<file path="config.mk">
export PLATFORM = sky130hd
export DESIGN_NAME = uart_tx_arbiter
export DESIGN_NICKNAME = d
export VERILOG_FILES = /design/src/rtl/uart_tx_arbiter.sv
export SDC_FILE = /design/constraint.sdc
export NUM_CORES = 1
export LEC_CHECK = 0
export BUFFER_PORTS_ARGS = -buffer_cell sky130_fd_sc_hd__clkbuf_2
export CORE_MARGIN = 2
export CORE_UTILIZATION = 28
export CTS_CLUSTER_SIZE = 20
export DETAILED_ROUTE_END_ITERATION = 8
export PLACE_DENSITY = 0.62
export SYNTH_ARGS = -nofsm -noshare
export SYNTH_HDL_FRONTEND = slang
export SYNTH_SLANG_ARGS = --single-unit
</file>
<file path="constraint.sdc">
create_clock -name clk -period 1.2 [get_ports clk]
set_clock_uncertainty 0.1 [all_clocks]
set_input_delay 0.24 -clock clk [delete_from_list [all_inputs] [get_ports clk]]
set_output_delay 0.24 -clock clk [all_outputs]
set_load 0.02 [all_outputs]
</file>
<file path="src/rtl/uart_tx_arbiter.sv">
// uart_tx_arbiter
//   Shares one uart_tx byte transmitter between two byte-stream requesters.
//   Once a requester wins, it keeps the transmitter until its last byte has
//   shifted out. Packets therefore never interleave. An optional idle timeout
//   frees the transmitter if the owner stalls in the middle of a packet.
//
//   state     | meaning
//   ----------+-------------------------------------------------------------
//   IDLE      | no owner; arbitrate between valid requesters (round robin)
//   LOCKED    | owner mid-packet, waiting for its next byte; idle counter runs
//   SEND      | byte latched; start_o pulses to uart_tx this cycle
//   WAIT_DONE | byte shifting out; wait for done_i
//
// Ports
//   clk, rst                 system clock, synchronous active-high reset
//   reqN_data_i/valid_i/last_i/ready_o
//                            byte stream from requester N (0 bridge, 1 events)
//   data_o, start_o          byte and one-cycle start pulse to uart_tx
//   done_i                   one-cycle pulse from uart_tx when the byte is out
//   grant_o                  current owner index, meaningful while busy_o
//   busy_o                   high whenever not IDLE
//   timeout_o                one-cycle pulse when a stalled owner is evicted
//
// Parameter
//   LOCK_TIMEOUT             idle clocks tolerated in LOCKED; 0 = never evict

module uart_tx_arbiter #(
  parameter int unsigned LOCK_TIMEOUT = 0
) (
  input  logic       clk,
  input  logic       rst,
  input  logic [7:0] req0_data_i,
  input  logic       req0_valid_i,
  input  logic       req0_last_i,
  output logic       req0_ready_o,
  input  logic [7:0] req1_data_i,
  input  logic       req1_valid_i,
  input  logic       req1_last_i,
  output logic       req1_ready_o,
  output logic [7:0] data_o,
  output logic       start_o,
  input  logic       done_i,
  output logic       grant_o,
  output logic       busy_o,
  output logic       timeout_o
);

  // With the timeout disabled the counter is still kept one bit wide so the
  // datapath stays legal. It simply saturates and is never compared.
  localparam int unsigned     CNT_W      = (LOCK_TIMEOUT == 0) ? 1 : $clog2(LOCK_TIMEOUT + 1);
  localparam logic [CNT_W-1:0] CNT_LIMIT = CNT_W'(LOCK_TIMEOUT);
  localparam logic [CNT_W-1:0] CNT_MAX   = '1;
  localparam bit              TIMEOUT_EN = (LOCK_TIMEOUT != 0);

  typedef enum logic [1:0] {
    ST_IDLE,
    ST_LOCKED,
    ST_SEND,
    ST_WAIT_DONE
  } state_t;

  state_t           state_q, state_d;
  logic             rr_q, rr_d;
  logic             grant_q, grant_d;
  logic [7:0]       data_q, data_d;
  logic             last_q, last_d;
  logic [CNT_W-1:0] idle_cnt_q, idle_cnt_d;

  logic             xfer0, xfer1, xfer;
  logic [7:0]       sel_data;
  logic             sel_last;

  // Ready is combinational on valid in IDLE. When both requesters are valid,
  // the round-robin pointer decides between them. In LOCKED only the owner
  // may move, whatever the other side is doing.
  always_comb begin
    req0_ready_o = 1'b0;
    req1_ready_o = 1'b0;
    case (state_q)
      ST_IDLE: begin
        req0_ready_o = req0_valid_i && (!req1_valid_i || !rr_q);
        req1_ready_o = req1_valid_i && (!req0_valid_i ||  rr_q);
      end
      ST_LOCKED: begin
        req0_ready_o = !grant_q;
        req1_ready_o =  grant_q;
      end
      default: begin
        req0_ready_o = 1'b0;
        req1_ready_o = 1'b0;
      end
    endcase
  end

  assign xfer0    = req0_valid_i && req0_ready_o;
  assign xfer1    = req1_valid_i && req1_ready_o;
  assign xfer     = xfer0 || xfer1;
  assign sel_data = xfer1 ? req1_data_i : req0_data_i;
  assign sel_last = xfer1 ? req1_last_i : req0_last_i;

  always_comb begin
    state_d    = state_q;
    rr_d       = rr_q;
    grant_d    = grant_q;
    data_d     = data_q;
    last_d     = last_q;
    idle_cnt_d = idle_cnt_q;
    start_o    = 1'b0;
    timeout_o  = 1'b0;

    case (state_q)
      ST_IDLE: begin
        if (xfer) begin
          grant_d = xfer1;
          data_d  = sel_data;
          last_d  = sel_last;
          state_d = ST_SEND;
        end
      end

      ST_LOCKED: begin
        // A byte arriving on the timeout cycle is still accepted.
        if (xfer) begin
          data_d  = sel_data;
          last_d  = sel_last;
          state_d = ST_SEND;
        end else if (TIMEOUT_EN && (idle_cnt_q == CNT_LIMIT)) begin
          timeout_o = 1'b1;
          rr_d      = !grant_q;
          state_d   = ST_IDLE;
        end else if (idle_cnt_q != CNT_MAX) begin
          idle_cnt_d = idle_cnt_q + CNT_W'(1);
        end
      end

      ST_SEND: begin
        start_o = 1'b1;
        state_d = ST_WAIT_DONE;
      end

      ST_WAIT_DONE: begin
        if (done_i) begin
          if (last_q) begin
            rr_d    = !grant_q;
            state_d = ST_IDLE;
          end else begin
            idle_cnt_d = '0;
            state_d    = ST_LOCKED;
          end
        end
      end

      default: begin
        state_d = ST_IDLE;
      end
    endcase
  end

  always_ff @(posedge clk) begin
    if (rst) begin
      state_q    <= ST_IDLE;
      rr_q       <= 1'b0;
      grant_q    <= 1'b0;
      data_q     <= 8'h00;
      last_q     <= 1'b0;
      idle_cnt_q <= '0;
    end else begin
      state_q    <= state_d;
      rr_q       <= rr_d;
      grant_q    <= grant_d;
      data_q     <= data_d;
      last_q     <= last_d;
      idle_cnt_q <= idle_cnt_d;
    end
  end

  assign data_o  = data_q;
  assign grant_o = grant_q;
  assign busy_o  = (state_q != ST_IDLE);

endmodule

</file>
## After elaboration in Yosys (flattened, before gate mapping)

Index checks and enable logic that the tools add are counted.

| cells by class | value |
|---|---|
| shift operators | 0 |
| bitwise logic cells | 0 |
| $mul | 0 |
| div/mod/pow operators | 0 |
| multiplexer cells | 9 |
| reduce and logical (&&, ||, !) cells | 18 |
| add/sub/neg operators | 0 |
| magnitude comparators | 0 |
| equal/unequal tests | 5 |

Operators with widths:

| cell | count |
|---|---|
| $mux W8 | 1 |
| $pmux W2 S3 | 1 |
| $reduce_and A2 Y1 | 3 |
| $eq A2 B2 Y1 const B | 2 |
| $logic_and A1 B1 Y1 | 4 |
| $logic_not A1 Y1 | 4 |
| $mux W2 | 2 |
| $pmux W1 S2 | 2 |
| $logic_or A1 B1 Y1 | 3 |
| $mux W1 | 3 |
| $reduce_and A3 Y1 | 1 |
| $eq A2 B1 Y1 const B | 1 |
| $logic_not A2 Y1 | 1 |
| $ne A2 B1 Y1 const B | 1 |
| $ne A2 B2 Y1 const B | 1 |
| $reduce_bool A2 Y1 | 1 |
| $reduce_or A2 Y1 | 1 |

| word-level totals | value |
|---|---|
| memories kept | 0 |
| bits in latches | 0 |
| memory bits (read-only) | 0 |
| output and inout port bits | 14 |
| bits of input ports | 23 |
| register bits after elaboration | 13 |
| word-level logic and storage cells | 37 |
| memory bits (writable) | 0 |

## Depth between registers and ports, before layout

| depth | value |
|---|---|
| depth in word-level cells | 8 |
| depth in mapped cells | 6 |
| gate-level depth less buffers | 4 |

## Worst setup path after synthesis

OpenSTA, ideal clock, no wires.

| path | value |
|---|---|
| path type | reg2reg |
| from | reg grant_q, in the netlist grant_o |
| to | reg data_q[0], in the netlist data_o[0] |
| path slack | -0.229 ns |
| library setup time | 0.086 ns |
| buffers on the path | 1 |
| required time | 1.014 ns |
| clock period less this slack | 1.429 ns |
| cell stages (with the launch flop) | 6 |
| arrival time | 1.243 ns |
| cell sequence | dfxtp_1 nand2b_2 o2111ai_2 buf_6 mux2i_1 a211oi_1 |

| on the way | value |
|---|---|
| word-level cells in the longest chain between the ends | 5 |

Ends and longest elaborated chain:

| element | line | text |
|---|---|---|
| start: declaration | 64 | `logic grant_q, grant_d;` |
| start signal: assignment | 170 | `grant_q <= grant_d;` |
| $logic_not A1 Y1 | 85 | `req0_ready_o = !grant_q;` |
| $pmux W1 S2 | 79 | `case (state_q)` |
| $logic_and A1 B1 Y1 | 95 | `assign xfer0 = req0_valid_i && req0_ready_o;` |
| $logic_or A1 B1 Y1 | 97 | `assign xfer = xfer0 \|\| xfer1;` |
| $reduce_and A2 Y1 (no source line) | -- |  |
| end signal: assignment | 171 | `data_q <= data_d;` |
| end: declaration | 65 | `logic [7:0] data_q, data_d;` |

Several ways; a longest one is shown, not always the timed one.
A chain may end at the register's enable or synchronous reset.

## Worst setup path in the final report

| path | value |
|---|---|
| from | reg state_q[0] |
| to | out req0_ready_o |

| on the way | value |
|---|---|
| word-level cells in the longest chain between the ends | 2 |

Ends and longest elaborated chain:

| element | line | text |
|---|---|---|
| start: declaration | 62 | `state_t state_q, state_d;` |
| start signal: assignment | 168 | `state_q <= state_d;` |
| $eq A2 B1 Y1 / $logic_not A2 Y1 (equally long branches) | 79 |  |
| $pmux W1 S2 (*) | 79 |  |
| end: declaration | 35 | `output logic req0_ready_o,` |

Mark *: on every way between the ends. The rest lies on a longest branch, timed or not.

==> impl_metrics.csv <==
group,metric,value,unit
global_route,grt_start_max_net_pins,14,
power_and_ir_drop,p_per_area,1080,nW/um2
run_status,run_status,"finished with violations",
hold_path,min_path_type,"input port to register",
sta,period_minus_slack,1.55,ns
yosys,syn_area,693,um2
floorplanning,die_area,2890,um2
sta,setup_viol_count_final,17,
hold_path,min_from,"done_i",
sta,maxSlewViolCount,0,
power_and_ir_drop,pwr-share-seq,38.7,%
clock_tree,ctsHoldBuffers,0,
global_route,antenna_found_initial,0,
yosys,yosysSeqAreaShare,37.5,%
sta,setup_tns,-4.10,ns
cells_and_area,utilization,50.2,%
cells_and_area,multi_input_area,444,um2
yosys,syn-num-nets,98,
detailed_routing,viasPerCell,4.84,
floorplanning,die_w,53.8,um
clock_tree,tritoncts,"done",
yosys,ys_dominant_reg_cell,"dfxtp_1",
setup_path,cp.arrival,1.21,ns
power_and_ir_drop,p_clk_share,20.9,%
sta,rsz0062_at_grt,"yes",
sta,max_clock_freq,646,MHz
yosys,ys_ff_latch,13,
placed_design,place_congestion,0.821,
setup_path,r2r-end,"data_o[3]",
yosys,synth_top_area_share,37.5,%
global_route,grt_overflow,0,
detailed_routing,drt_pass1_iterations,4,
setup_path,worst_setup_path_start_kind,"register",
sta,post-route-period-util,129,%
yosys,syn_inst,75,
yosys,ys_types,23,
floorplanning,die_y,53.8,um
power_and_ir_drop,power.switching,0.000432,W
yosys,yosys-top-cells-area,"dfxtp_1, mux2i_1, a211oi_1",
flow_run,cap_viol_max_count,0,
detailed_routing,wl_per_cell,12.5,um
clock_tree,htreeDepth,1,
run_status,violations,"setup timing",
setup_path,cp_max_fo,5,
setup_path,path_class,"register to primary output",
yosys,synth_warnings,0,
detailed_routing,drt-total-wl,1990,um
clock_tree,numCtsBuffers,3,
cells_and_area,n_fill_cell,236,
detailed_routing,dr_total_vias,775,
cells_and_area,drive_gt1_share,63.1,%
yosys,synth_top_cell_by_area,"dfxtp_1",
floorplanning,design.core.area,2410,um2
power_and_ir_drop,ir_worst_vdd,710,uV
clock_tree,root_buffer,"clkbuf_4",
clock_tree,insertion_delay,0.28,ns
detailed_routing,drc_errors,0,
clock_tree,cts_sinks,13,
sta,postLayoutSetupSlackWorst,-0.348,ns
setup_path,reg2regPathDepth,6,
cells_and_area,antenna_cells,0,
global_route,grt_pass1_vias,747,
cells_and_area,fin_nets,154,
placed_design,dp_hpwl,1340,um
setup_path,required,0.86,ns
sta,hold_viol,0,
setup_path,r2r-start,"rr_q",
global_route,grt_usage,15.0,%
cells_and_area,area_delta_synth_final,74.5,%
cells_and_area,seqCellArea,270,um2
power_and_ir_drop,p_sw_share,33.1,%
power_and_ir_drop,leakage,0.571,nW
power_and_ir_drop,internal-power,0.000872,W
placed_design,portBuffers,35,
global_route,grt_pass1_wl,3150,um
power_and_ir_drop,comb_power_share,40.4,%
yosys,avgSynthCellArea,9.24,um2
clock_tree,clockBufferDepth,2,
detailed_routing,drt_iter0_drc,9,
floorplanning,ios,37,
setup_path,r2r_slack,-0.31,ns
setup_path,cp-end-kind,"primary output",
floorplanning,initial_utilization,28.8,%
hold_path,holdPathStages,4,
floorplanning,num_rows,18,
yosys,synth_edf_count,0,
detailed_routing,ant_nets,0,
clock_tree,clk_pin_slew_worst_paths,0.08,ns
yosys,async_reset_ff_share,0,%
hold_path,holdPathEnd,"state_q[1]",
[layer usage]
layer  share of wire [%]  up-vias  global-route usage [%]
met5                   0        -                       0
met4                 1.6        0                    5.13
met3                 7.2        6                    2.78
met2                  50       36                    27.0
met1                  41      347                    17.6
li1                    -      386                       -
[cell families after synthesis]
group           Yosys count  share of synthesized area (%)
flops                    13                           37.5
simple gates             17                           14.8
buf+inv                   9                           9.03
other cells               1                          0.541
compound gates           26                           25.1
mux                       9                           13.0
[layout by cell type, fill, tap and decap left out, types with 2 or more instances in the layout]
cell | Yosys | final
dfxtp_4 | 0 | 2
nand2_1 | 4 | 3
nor2_4 | 0 | 2
buf_8 | 0 | 2
a21oi_1 | 12 | 10
buf_6 | 3 | 13
nor2_1 | 6 | 4
a211oi_1 | 9 | 8
mux2i_2 | 0 | 2
mux2i_1 | 9 | 6
dfxtp_2 | 0 | 2
nand2b_4 | 1 | 2
clkbuf_2 | 0 | 30
a21oi_2 | 0 | 2
nand3b_1 | 2 | 2
buf_4 | 1 | 12
dfxtp_1 | 13 | 9
clkbuf_4 | 0 | 3
[state kept, by name (all words and copies together) (netlist names)]
register,count
data_o,8
state_q,2
grant_o,1
last_q,1
rr_q,1
[per-stage QoR]
step	power (W)	std cells	hold slack (ns)	instance area [um2]	setup WS (ns)
global route	0.00139	160	0.188	1210	-0.408
floorplan	0.000760	75	0.204	706	-0.0904
detailed placement	0.000912	146	0.410	973	-0.216
CTS	0.00128	160	0.178	1180	-0.351
global placement	0.000906	146	0.406	973	-0.194
finish	0.00130	160	0.173	1210	-0.348
[cells in the mapped netlist (2+ instances only)]
cell type   n
buf_6       3
nand2_1     4
mux2i_1     9
buf_2       2
a21oi_1    12
inv_1       2
nand3b_1    2
nor2_1      6
dfxtp_1    13
a211oi_1    9
[worst max-delay path by stage]
stage / end / startpoint / cells after the start / slack (ns)
after floorplan: data_o[0] / grant_o / 5 / -0.09
after global placement: data_o[5] / state_q[0] / 4 / -0.19
after detailed placement: data_o[5] / state_q[0] / 4 / -0.22
after CTS: req1_ready_o / rr_q / 5 / -0.35
after global routing: req0_ready_o / state_q[0] / 4 / -0.41
final: req0_ready_o / state_q[0] / 4 / -0.35
[critical path: stages, from the launching register on]
cell and delay (ns):
dfxtp_4 0.37, buf_6 0.12, nand3b_1 0.17, a21oi_2 0.13, buf_4 0.15
[what timing repair did]
action / CTS / global route
gates resized for setup: 26 / 21
gates cloned: 1 / 1
pin swaps: 4 / 14
setup endpoints to repair: 18 / 18
setup buffers: 9 / 2
[power by group through the flow]
| stage | clock [W] | combinational, W | sequential, W |
|---|---|---|---|
| floorplan | 0 | 0.000207 | 0.000553 |
| global placement | 0 | 0.000393 | 0.000514 |
| detailed placement | 0 | 0.000398 | 0.000514 |
| CTS | 0.000275 | 0.000505 | 0.000503 |
| global route | 0.000314 | 0.000567 | 0.000511 |
| finish | 0.000272 | 0.000526 | 0.000505 |
[cell type report]
class,count,share of cell area [%]
sequential,13,22.3
multi-input combinational,53,36.7
tap,30,3.10
timing repair buffer,58,34.9
clock buffer,4,2.17
inverter,2,0.827
(Power assumes the default switching activity.)
